[src/rtl/mem_access_pkg.sv]
// common: shared types for the RV32 pipeline.
//   mem_size_t  - load/store access width
//   mem_state_t - memory-access stage FSM states
// Helper functions decode misalignment and build the store-side bus lanes,
// so the top level stays a plain FSM plus datapath registers.
package common;

  typedef enum logic [1:0] {
    MEM_BYTE = 2'd0,
    MEM_HALF = 2'd1,
    MEM_WORD = 2'd2
  } mem_size_t;

  typedef enum logic [1:0] {
    IDLE = 2'd0,
    REQ  = 2'd1,
    RESP = 2'd2,
    DONE = 2'd3
  } mem_state_t;

  localparam logic [31:0] FULL_MASK = 32'hFFFF_FFFF;

  // Bytes never misalign; halves need addr[0]=0; words need addr[1:0]=0.
  function automatic logic is_misaligned(input mem_size_t size, input logic [1:0] offset);
    case (size)
      MEM_HALF: is_misaligned = offset[0];
      MEM_WORD: is_misaligned = |offset;
      default:  is_misaligned = 1'b0;
    endcase
  endfunction

  function automatic logic [3:0] store_strb(input mem_size_t size, input logic [1:0] offset);
    case (size)
      MEM_BYTE: store_strb = 4'b0001 << offset;
      MEM_HALF: store_strb = offset[1] ? 4'b1100 : 4'b0011;
      default:  store_strb = 4'b1111;
    endcase
  endfunction

  // Data is replicated across lanes so the strobes alone pick the target bytes.
  function automatic logic [31:0] store_wdata(input mem_size_t size, input logic [31:0] data);
    case (size)
      MEM_BYTE: store_wdata = {4{data[7:0]}};
      MEM_HALF: store_wdata = {2{data[15:0]}};
      default:  store_wdata = data;
    endcase
  endfunction

endpackage

[src/rtl/mem_access_load_align.sv]
// load_align: combinational load-data aligner.
//   rdata       - raw bus word
//   offset      - byte offset of the access within the word
//   size        - access width
//   is_unsigned - zero-extend (LBU/LHU) instead of sign-extend
//   data        - selected lane shifted to bit 0, extended
//   mask        - write-back mask applied by write_back
// Kept stand-alone so a future cache-hit path can reuse it.
module load_align
  import common::*;
(
  input  logic [31:0] rdata,
  input  logic [1:0]  offset,
  input  mem_size_t   size,
  input  logic        is_unsigned,
  output logic [31:0] data,
  output logic [31:0] mask
);

  logic [7:0]  byte_sel;
  logic [15:0] half_sel;

  assign byte_sel = rdata[{offset, 3'b000} +: 8];
  assign half_sel = offset[1] ? rdata[31:16] : rdata[15:0];

  // NOTE: every output gets a default first, so no path through the case
  // leaves a variable unassigned and no latch is inferred.
  always_comb begin
    data = rdata;
    mask = FULL_MASK;
    case (size)
      MEM_BYTE: begin
        if (is_unsigned) begin
          data = {24'h0, byte_sel};
          mask = 32'h0000_00FF;
        end else begin
          data = {{24{byte_sel[7]}}, byte_sel};
        end
      end
      MEM_HALF: begin
        if (is_unsigned) begin
          data = {16'h0, half_sel};
          mask = 32'h0000_FFFF;
        end else begin
          data = {{16{half_sel[15]}}, half_sel};
        end
      end
      default: ;
    endcase
  end

endmodule

[src/rtl/mem_access.sv]
// mem_access: RV32 memory-access stage between execute and write_back.
// Accepts one load/store from execute, runs a single request/grant plus
// response transaction on the data bus, and stalls upstream until done.
//   clk, rst            - clock, synchronous active-high reset
//   ex_valid ... store_data - operation from execute (held while stall=1)
//   stall               - freeze upstream stages
//   done, misaligned    - one-cycle completion pulse / misaligned flag
//   read_data, wb_mask  - aligned load data and write-back mask
//   dbus_*              - data bus request, write fields and response
module mem_access
  import common::*;
#(
  parameter logic [31:0] RESET_DATA = 32'h0
) (
  input  logic        clk,
  input  logic        rst,
  input  logic        ex_valid,
  input  logic        mem_we,
  input  mem_size_t   mem_size,
  input  logic        mem_unsigned,
  input  logic [31:0] addr,
  input  logic [31:0] store_data,
  output logic        stall,
  output logic        done,
  output logic        misaligned,
  output logic [31:0] read_data,
  output logic [31:0] wb_mask,
  output logic        dbus_req,
  output logic        dbus_we,
  output logic [31:0] dbus_addr,
  output logic [31:0] dbus_wdata,
  output logic [3:0]  dbus_strb,
  input  logic        dbus_gnt,
  input  logic        dbus_rvalid,
  input  logic [31:0] dbus_rdata
);

  mem_state_t  state_q, state_d;
  logic        we_q;
  mem_size_t   size_q;
  logic        uns_q;
  logic [31:0] addr_q;
  logic [31:0] sdata_q;
  logic        mis_q;
  logic [31:0] align_data;
  logic [31:0] align_mask;

  logic accept;
  assign accept = (state_q == IDLE) && ex_valid;

  always_comb begin
    state_d = state_q;
    case (state_q)
      IDLE: if (ex_valid) state_d = is_misaligned(mem_size, addr[1:0]) ? DONE : REQ;
      // Only the grant matters here; a simultaneous rvalid is not ours yet.
      REQ:  if (dbus_gnt) state_d = RESP;
      RESP: if (dbus_rvalid) state_d = DONE;
      DONE: state_d = IDLE;
      default: state_d = IDLE;
    endcase
  end

  // NOTE: sequential state uses non-blocking assignments so every register
  // samples pre-edge values regardless of statement order.
  always_ff @(posedge clk) begin
    if (rst) begin
      state_q   <= IDLE;
      we_q      <= 1'b0;
      size_q    <= MEM_BYTE;
      uns_q     <= 1'b0;
      addr_q    <= 32'h0;
      sdata_q   <= 32'h0;
      mis_q     <= 1'b0;
      read_data <= RESET_DATA;
      wb_mask   <= FULL_MASK;
    end else begin
      state_q <= state_d;
      if (accept) begin
        we_q    <= mem_we;
        size_q  <= mem_size;
        uns_q   <= mem_unsigned;
        addr_q  <= addr;
        sdata_q <= store_data;
        mis_q   <= is_misaligned(mem_size, addr[1:0]);
      end
      if ((state_q == RESP) && dbus_rvalid && !we_q) begin
        read_data <= align_data;
        wb_mask   <= align_mask;
      end
    end
  end

  load_align u_load_align (
    .rdata       (dbus_rdata),
    .offset      (addr_q[1:0]),
    .size        (size_q),
    .is_unsigned (uns_q),
    .data        (align_data),
    .mask        (align_mask)
  );

  // Bus fields are decoded from state and latched fields only, so nothing
  // reaches the bus combinationally from execute.
  assign dbus_req   = (state_q == REQ);
  assign dbus_we    = dbus_req && we_q;
  assign dbus_addr  = {addr_q[31:2], 2'b00};
  assign dbus_strb  = dbus_we ? store_strb(size_q, addr_q[1:0]) : 4'b0000;
  assign dbus_wdata = dbus_we ? store_wdata(size_q, sdata_q) : 32'h0;

  assign done       = (state_q == DONE);
  assign misaligned = done && mis_q;
  assign stall      = ex_valid && !done;

endmodule

[config.mk]
export PLATFORM = sky130hd
export DESIGN_NAME = mem_access
export DESIGN_NICKNAME = d
export VERILOG_FILES = /design/src/rtl/mem_access_pkg.sv /design/src/rtl/mem_access_load_align.sv /design/src/rtl/mem_access.sv
export SDC_FILE = /design/constraint.sdc
export NUM_CORES = 1
export LEC_CHECK = 0
export CAP_MARGIN = 20
export CORE_MARGIN = 3
export CORE_UTILIZATION = 45
export CTS_CLUSTER_SIZE = 25
export DETAILED_ROUTE_END_ITERATION = 8
export HOLD_SLACK_MARGIN = 0.1
export PLACE_DENSITY = 0.82
export REMOVE_ABC_BUFFERS = 1
export SYNTH_ARGS = -nofsm -noshare
export SYNTH_HDL_FRONTEND = slang
export SYNTH_HIERARCHICAL = 1
export SYNTH_SLANG_ARGS = --single-unit
[constraint.sdc]
create_clock -name clk -period 1.79 [get_ports clk]
set_clock_uncertainty 0.05 [all_clocks]
set_input_delay 0.358 -clock clk [delete_from_list [all_inputs] [get_ports clk]]
set_output_delay 0.358 -clock clk [all_outputs]
set_load 0.01 [all_outputs]
==> results.tsv <==
stage	metric	value	unit
global_route	initial antenna violation count	0	
synth	Synth Area per Inst	7.56	sq um
timing	slew margin rel.	0.609	
worst_setup_path	CP Capture Type	output port	
worst_setup_path	crit-path cells	buf_6 > mux2_2 > mux2i_1 > nor2_2 > buf_2	
timing	RSZ-0062 raised after global routing	true	
timing	hold_ws	290	ps
clocking	CTS sink count	135	
synth	top-count cell post-synth	nand2_1	
timing	Final Worst Setup Slack	-264	ps
route	initial DRC count	472	
power_and_ir_drop	PD cells	1280	mW/mm^2
power_and_ir_drop	switch share	0.332	
place	GPL Wtd Cong	0.834	
worst_setup_path	Required @ worst endpoint	1380	ps
worst_setup_path	Crit Path Category	flip-flop to output port	
floorplanning	DIE AREA	0.0162	sq mm
worst_setup_path	largest fanout on the critical path	5	
synth	yosys warns	6	
synth	Area contributors post-synth	dfxtp_1 (41%), nand2_1 (18%), a21oi_1 (9.1%), buf_4 (7.7%), mux2i_1 (3.8%)	
route	DRC violations left	0	
floorplanning	core box area	0.0141	sq mm
layout	layout cell share with drive strength beyond 1	0.191	
layout	Cell Count, Final, Fillers Out	1278	
route	vias per cell	5.23	
power_and_ir_drop	sequential share of power	0.305	
synth	top_reg_cell synth	dfxtp_1	
worst_setup_path	r2r worst-path depth	8	
place	post-placement cell count	1235	
power_and_ir_drop	Comb pwr share	0.392	
power_and_ir_drop	Switching Power	4290	uW
timing	final setup violation count	39	
run_status	failing checks	setup timing	
floorplanning	site row count	43	
place	DP Worst Slack	-253	ps
global_route	vias in the first global route	6492	
layout	Layout Nets	1198	
route	total wire length	21500	microns
worst_hold_path	Hold Crit Class	primary input to flip-flop	
global_route	grt total ovfl	0	
run_status	status	finished, violations left	
global_route	first-pass GRT wire length	32400	microns
worst_setup_path	CP delay by family, top	multiplexers	
synth	Yosys reg bits	135	
synth	Synth Cell Area	0.00663	sq mm
synth	post-synthesis cell type count	41	
worst_hold_path	hold path depth	2	
clocking	# hold bufs at CTS	0	
clocking	CTS buffer count	17	
worst_setup_path	Critical path buffers and inverters	2	
synth	post-synthesis cell count	877	
worst_setup_path	CP arrival	1650	ps
synth	leading area contributor after synthesis	dfxtp_1	
power_and_ir_drop	Clk pwr share	0.302	
worst_setup_path	crit start category	flip-flop	
floorplanning	num ports	242	
worst_setup_path	reg2reg setup slack	-10	ps
timing	Max Clock Freq	487	MHz
worst_setup_path	CP max stage cell	dfxtp_4	
timing	setup tns final	-5840	ps
floorplanning	Die Wd	127	microns
timing	max-slew violation count	0	
clocking	clock buffer depth	2	
place	hpwl dp	14000	microns
global_route	gr usage total	0.248	
timing	measured slew at the worst slew-check pin	586	ps
route	post-DR wirelength/cell	16.8	microns
clocking	clk_lat worst skew	410	ps
worst_setup_path	r2r startpoint	size_q[1]	
clocking	clk slew on worst S/H paths	60	ps
synth	Synth top cells by count	nand2_1 (326), dfxtp_1 (135), a21oi_1 (121)	
clocking	TritonCTS clock tree	built	
timing	Final period util	1.15	
clocking	H-tree lvl count	4	
power_and_ir_drop	Cell Int Power	8630	uW
floorplanning	Initial Utilization	0.469	
layout	ANT cells	0	
floorplanning	Die Y	127	microns
layout	fin util	0.716	
worst_setup_path	Crit Reg-Reg Endpoint	read_data[6]	
timing	final hold violation count	0	
timing	Tmin final	2050	ps
worst_setup_path	Critical Path Max Stage Delay	360	ps
route	Final ANT Viol Nets	0	
worst_hold_path	worst hold endpoint	addr_q[20]	
global_route	pin count of the biggest net entering global routing	65	
synth	Post-synth EDFFs	0	
power_and_ir_drop	Leak Pwr	0.00405	uW
synth	Synth top area share	0.408	
job	max cap viols	0	
worst_hold_path	min-delay src	rst	
route	Vias	6683	
synth	FFs w/ async S/R, synth	0	
clocking	CTS Root Cell	clkbuf_16	
place	input/output buffers	239	
synth	register area share after synthesis	0.408	
route	Pre-antenna DRT Iters	5	
layout	area added between synthesis and finish	52.8	%
power_and_ir_drop	Worst VDD drop	0.799	mV
worst max-delay path by stage:
stage                endpoint  cells after the start  startpoint
2_1_floorplan   read_data[22]                      5   size_q[1]
4_1_cts         dbus_wdata[8]                      5   size_q[1]
3_5_place_dp     dbus_strb[2]                      8  state_q[1]
5_1_grt        dbus_wdata[31]                      5   size_q[0]
6_report       dbus_wdata[31]                      5   size_q[0]
3_3_place_gp     dbus_strb[2]                      8  state_q[1]
worst reg2reg max path: stages (launching register included):
cell       delay [ps]
dfxtp_4           380
buf_4             150
clkbuf_16         160
buf_12            180
o21bai_4          240
a22oi_1           240
o21ai_0           150
nand2_1            80
a21oi_1            50
power groups by stage:
stage	Combinational, uW	Clock, uW	Sequential [uW]
6_report	5070	3900	3950
5_1_grt	5490	4070	4010
4_1_cts	4670	3950	3910
3_5_place_dp	4470	0	3940
3_3_place_gp	4390	0	3910
2_1_floorplan	1940	0	4170
layout by cell type, fill, tap and decap left out, types with 5 or more instances in the layout:
cell type,n
a22oi_1,6
clkbuf_16,19
nor2_4,6
mux2_2,5
mux2i_1,18
nor2_2,7
a22o_1,7
inv_1,7
a21oi_1,113
buf_12,12
and3_4,8
nand2_1,322
buf_4,35
buf_2,24
clkdlybuf4s50_1,195
buf_6,27
nor2_1,12
nand3b_1,33
nand2b_1,7
ha_1,5
a21oi_2,7
dfxtp_1,128
conb_1,10
dfxtp_2,5
bufinv_16,5
layer usage:
layer | part of all wire | up-vias | track usage
li1 | - | 3215 | -
met1 | 0.38 | 3102 | 0.279
met2 | 0.50 | 324 | 0.428
met3 | 0.10 | 42 | 0.0970
met4 | 0.020 | 0 | 0.0852
met5 | 0 | - | 0
cell families after synthesis:
group	share of synthesized area
AOI/OAI and AO/OA	0.135
buffers and inverters	0.126
other	0.00113
muxes	0.0513
and+or+nand+nor	0.266
adders and majority gates	0.0132
DFF	0.408
final cells by class:
class	instances	area, sq um
clock buffers	20	467
clock inverters	11	195
fillers	1011	4020
inverters	9	38.8
multi-input cells	620	3440
flip-flops and latches	135	2720
well taps	180	225
repair buffers	303	3050
state kept, by name (all words and copies together) (netlist names):
name,cells
mis_q,1
sdata_q,32
addr_q,32
uns_q,1
we_q,1
state_q,2
size_q,2
wb_mask,32
read_data,32
metrics by stage:
stage	total power [uW]	area, sq um
CTS	12500	9750
finish	12900	10100
global route	13600	10100
floorplan	6100	5860
global placement	8310	9010
detailed placement	8410	9010
what timing repair did:
action,CTS,global route
buffers inserted,3,7
gates cloned,1,2
setup endpoints to repair,54,76
pin swaps,8,9
resized for setup,201,89
Note: power is estimated with default switching activity, not from simulation.
==> RTL change 1: new RTL, config.mk and constraints unchanged <==
Re-encode `mem_state_t` (4 states) as Gray code, 2 bits wide.
--- a/src/rtl/mem_access_pkg.sv
+++ b/src/rtl/mem_access_pkg.sv
@@ -13,8 +13,8 @@
 
   typedef enum logic [1:0] {
-    IDLE = 2'd0,
-    REQ  = 2'd1,
-    RESP = 2'd2,
-    DONE = 2'd3
+    IDLE = 2'b00,
+    REQ  = 2'b01,
+    RESP = 2'b11,
+    DONE = 2'b10
   } mem_state_t;
 
Check against the original RTL: same outputs for any inputs over 4 cycles, from zero or initial values and one cycle with rst high; so few cycles prove little.
==> RTL change 1 against the unedited design <==
  * Critical path type unchanged
  * Sequential cell count unchanged
  * Design area increased by 2.0%
  * Routed wire length increased by 1.0%
  * Utilization is 2.0 points higher
  * Non-clock buffer count increased by 21
  * The flow still finishes with violations (negative setup slack)
  * Area after synthesis decreased by 1.3%
  * Count of clock-buffer cells in the layout is 3 higher
  * Critical path depth increased by 1
  * Setup slack better by 5.2 ps
Power is not compared: it rests on default switching activity, and its combinational part moved more than twofold at a synthesized area within 25%.
==> RTL change 1: results (changes against the unedited design) <==
- Run status: complete, but fails checks
- Failing checks: negative setup slack
- Setup WS post-layout: -259 ps (+5.20 ps)
- GR Util met3: 9.73% (+0.027 points)
- GR Util met2: 43.3% (+0.48 points)
- Wire length per cell: 16.7 um (-0.70%)
- Syn. warnings: 6 (unchanged)
- Post-Synth Adder-Cell Area: 0.382% (-0.94 points)
- Mux cell area share after synthesis: 3.98% (-1.2 points)
- Complex-gate fraction of the synthesized area: 14.9% (+1.4 points)
- Sum of negative setup slack: -5340 ps (+504 ps)
- Iter 0 DRT Violations: 416 (-12%)
- First-pass GRT wire length: 32.8 mm (+1.2%)
- GR Layer Usage met1: 28.8% (+0.89 points)
- DP HPWL: 13.6 mm (-3.0%)
- DP Area: 0.00908 mm2 (+0.81%)
- Nets@finish: 1,214 (+1.3%)
- Synth top area cells: dfxtp_1 41%, nand2_1 19%, a21oi_1 10%
- Max stage delay on crit path: 400 ps (+40 ps)
- Leakage: 4.13 nW
- Routed vias/inst: 5.18 (-1.0%)
- Synth Area in XOR/XNOR: 0% (unchanged)
- Clk_lat worst skew: 420 ps
- Dpl ws: -243 ps (+10.8 ps)
- Sequential share of the synthesized area: 41.3% (+0.54 points)
- Worst Setup End Kind: output pin
- Crit path max fanout: 5 (unchanged)
- GPL Wtd Cong: 0.796 (-4.6%)
- Crit-path leading delay family: flip-flops
- Fraction of layout instances using a drive strength above 1: 22.2% (+3.1 points)
- Most frequent cells after synthesis: 333 x nand2_1, 135 x dfxtp_1, 131 x a21oi_1
- Number of distinct library cells after synthesis: 44 (+7.3%)
- Async S/R FF share, synth: 0% (unchanged)
- Syn_area_per_cell: 7.43 um2 (-1.8%)
- Slew headroom: 61.3% (+0.36 points)
- Via count: 6,730 (+0.70%)
- Final setup violation count: 37 (-5.1%)
- GR Util All Layers: 25.3% (+0.44 points)
- Vias in the first global route: 6,607 (+1.8%)
==> RTL change 1: cell types whose count changed after synthesis, moves of 7 or more <==
cell / change
o21ai_0: +10
clkbuf_1: +12
nand2_1: +7
mux2i_1: -8
nor2_1: -8
a21oi_1: +10
==> RTL change 1: report_power, final <==
| part | switching [mW] | internal (mW) | total, mW |
|---|---|---|---|
| registers | 0.106 | 3.15 | 3.26 |
| logic | 0.865 | 0.960 | 1.83 |
| clock network | 1.28 | 2.21 | 3.50 |
==> RTL change 1: worst paths after layout <==
path	from	to	slack (ps)	cells past startpoint
hold reg to reg	addr_q[22]	addr_q[22]	400	2
setup / recovery	size_q[0]	dbus_wdata[29]	-260	6
setup reg to reg	state_q[1]	we_q	100	9
hold / removal	rst	addr_q[10]	370	2
==> RTL change 1: final cells by class <==
class                   count  area, um2  area share, %
clock inverters             9        125           1.21
repair buffers            324       3330           32.3
multi-input cells         620       3440           33.2
well taps                 180        225           2.18
clock buffers              23        458           4.43
flip-flops and latches    135       2720           26.3
inverters                   9       40.0          0.387
==> RTL change 1: layer usage <==
metal  wire [um]  up-vias
met1        8290     3158
li1            -     3263
met3        2090       32
met4         493        0
met2       10800      277
met5           0        -
==> RTL change 1: cells by family (layout without fill, tap and decap cells) <==
logic type,after synthesis,after routing
fa+ha+maj,2,2
compound gates,173,173
simple gates,410,410
buf+inv,134,365
other cells,2,10
flops,135,135
mux,25,25
==> RTL change 1: what timing repair did <==
| action | in CTS | in global routing |
|---|---|---|
| endpoints found under the setup margin | 41 | 87 |
| endpoints found under the hold margin | 0 | 0 |
| gates resized for setup | 259 | 56 |
| pin swaps | 26 | 13 |
| buffers inserted | 13 | 3 |
| gates cloned | 6 | 3 |
==> RTL change 2: new RTL, same flow settings <==
Made on the original files. Reset style: asynchronous (`rst`), changed in one clocked block. Comments in the files are not updated.
--- a/src/rtl/mem_access.sv
+++ b/src/rtl/mem_access.sv
@@ -63,5 +63,5 @@
   // NOTE: sequential state uses non-blocking assignments so every register
   // samples pre-edge values regardless of statement order.
-  always_ff @(posedge clk) begin
+  always_ff @(posedge clk or posedge rst) begin
     if (rst) begin
       state_q   <= IDLE;
Behaviour: differs if rst is asserted again (counterexample within 4 cycles, from zero or initial values and one cycle with rst high); with rst held inactive, the same outputs for 10 cycles.
==> RTL change 2 against the unedited design <==
  * The run still ends with negative setup slack left
  * Utilization up 8.3 points
  * Critical path type unchanged
  * Sequential cell count unchanged
  * Setup slack worse by 120 ps
  * Area after synthesis up 3.8%
  * Global-route usage down 1.5 points
  * Critical path depth unchanged
  * Critical endpoint is now dbus_wdata[30]
  * Routed wire length up 15%
  * Design area up 16%
Power is not compared: it rests on default switching activity, and its combinational part moved more than twofold at a synthesized area within 25%.
==> RTL change 2: results (changes against the unedited design) <==
- Via count: 5,793 (-13%)
- Pin count of the biggest net entering global routing: 47 (-28%)
- Ant diodes: 1 (+1)
- Pre-antenna DRT Iters: 6 (+1)
- Setup repair bufs after CTS: 20 (+17)
- Initial antenna violation count: 1 (+1)
- Buffers outside the clock class: 340 (+12%)
- First-pass GRT wire length: 30.7 mm (-5.2%)
- Most frequent cells after synthesis: 138 x mux2_2, 103 x dfrtp_1, 64 x nand2_1
- Number of distinct library cells after synthesis: 38 (-7.3%)
- Wire length per cell: 23.5 um (+40%)
- Max stage delay on crit path: 440 ps (+80 ps)
- Clk tree area frac: 4.43% (-2.1 points)
- GPL Wtd Cong: 0.867 (+4.0%)
- GR Util All Layers: 23.4% (-1.5 points)
- # placed instances: 976 (-21%)
- Worst path arrival time: 1770 ps (+120 ps)
- Nets@finish: 970 (-19%)
- Sequential share of the synthesized area: 49.7% (+8.9 points)
- Fill cells: 805 (-20%)
- Complex-gate fraction of the synthesized area: 5.49% (-8.0 points)
- FF/Latch Area: 0.00342 mm2 (+26%)
- Fraction of layout instances using a drive strength above 1: 48.9% (+30 points)
- Reg clk slew, reported paths: 60 ps (about the same)
- Total Wirelength: 24.8 mm (+15%)
- Clk buf depth: 2 (unchanged)
- Row count: 44 (+2.3%)
- DP Area: 0.00951 mm2 (+5.6%)
- Iter 0 DRT Violations: 311 (-34%)
- Buffer share of cell area: 31.4% (+1.2 points)
- Invs w/o clock: 13 (+4)
- Setup WS post-layout: -388 ps (-124 ps)
- Failing checks: negative setup slack
- Post-Synth Adder-Cell Area: 1.27% (-0.049 points)
- Top_reg_cell synth: dfrtp_1
- Multi-input comb cells: 351 (-43%)
- Run status: complete, but fails checks
- CP max stage cell: dfrtp_2
- Crit-path leading delay family: multiplexers
- Synth top area cells: dfrtp_1 37%, mux2_2 23%, dfstp_2 12%
- Mux cell area share after synthesis: 26.5% (+21 points)
- Post-CTS sizing: 287 (+43%)
- Clk_buf instances: 22 (+10%)
- Async S/R FF share, synth: 100% (+100 points)
- Vias in the first global route: 5,851 (-9.9%)
- Final setup violation count: 168 (+330%)
- HP Class: in2async
- DP HPWL: 13.7 mm (-2.4%)
- Multi-input combinational cell area: 0.00384 mm2 (+12%)
- Syn_area_per_cell: 11.8 um2 (+57%)
[RTL change 2: cell count changes after synthesis, sizes merged, moves of 11 or more]
cell,unedited run,this run
buf,103,84
dfrtp,0,103
a21oi,122,22
mux2,8,139
nand3b,33,1
dfxtp,135,0
dfstp,0,32
clkbuf,18,7
nand2,327,65
[RTL change 2: logic make-up after synthesis]
kind of cell | count (synthesis)
compound gates | 54
flops | 135
other cells | 2
simple gates | 114
buf+inv | 104
mux | 165
fa+ha+maj | 7
[RTL change 2: path summary, 6_finish.rpt]
| path | from | slack (ps) | cells after the start | to |
|---|---|---|---|---|
| setup / recovery | size_q[0] | -390 | 5 | dbus_wdata[30] |
| setup reg to reg | size_q[1] | -160 | 7 | read_data[6] |
| hold / removal | rst | 170 | 2 | sdata_q[20] |
| min in group clk | read_data[8] | 460 | 1 | read_data[8] |
| hold reg to reg | read_data[8] | 460 | 1 | read_data[8] |
| max in group asynchronous | rst | 990 | 3 | wb_mask[11] |
[RTL change 2: through the flow]
stage / worst slack (ps) / setup TNS, ps / utilization (%) / power [mW]
after floorplan: -2180 / -424220 / - / 10.4
after global placement: -239 / -12120 / 64.5 / 15.1
after detailed placement: -298 / -18400 / 64.5 / 15.4
after CTS: -360 / -14400 / 71.4 / 19.4
after global routing: -463 / -20310 / 79.9 / 23.9
final: -388 / -16290 / 79.9 / 22.9
[RTL change 2: routing by layer]
| layer | up-vias | part of all wire [%] | track usage (%) | wire length, um |
|---|---|---|---|---|
| li1 | 2493 | - | - | - |
| met3 | 63 | 7.4 | 6.60 | 1830 |
| met2 | 317 | 53 | 40.3 | 13100 |
| met5 | - | 0 | 0 | 0 |
| met4 | 0 | 3.0 | 8.01 | 751 |
| met1 | 2920 | 37 | 28.0 | 9140 |
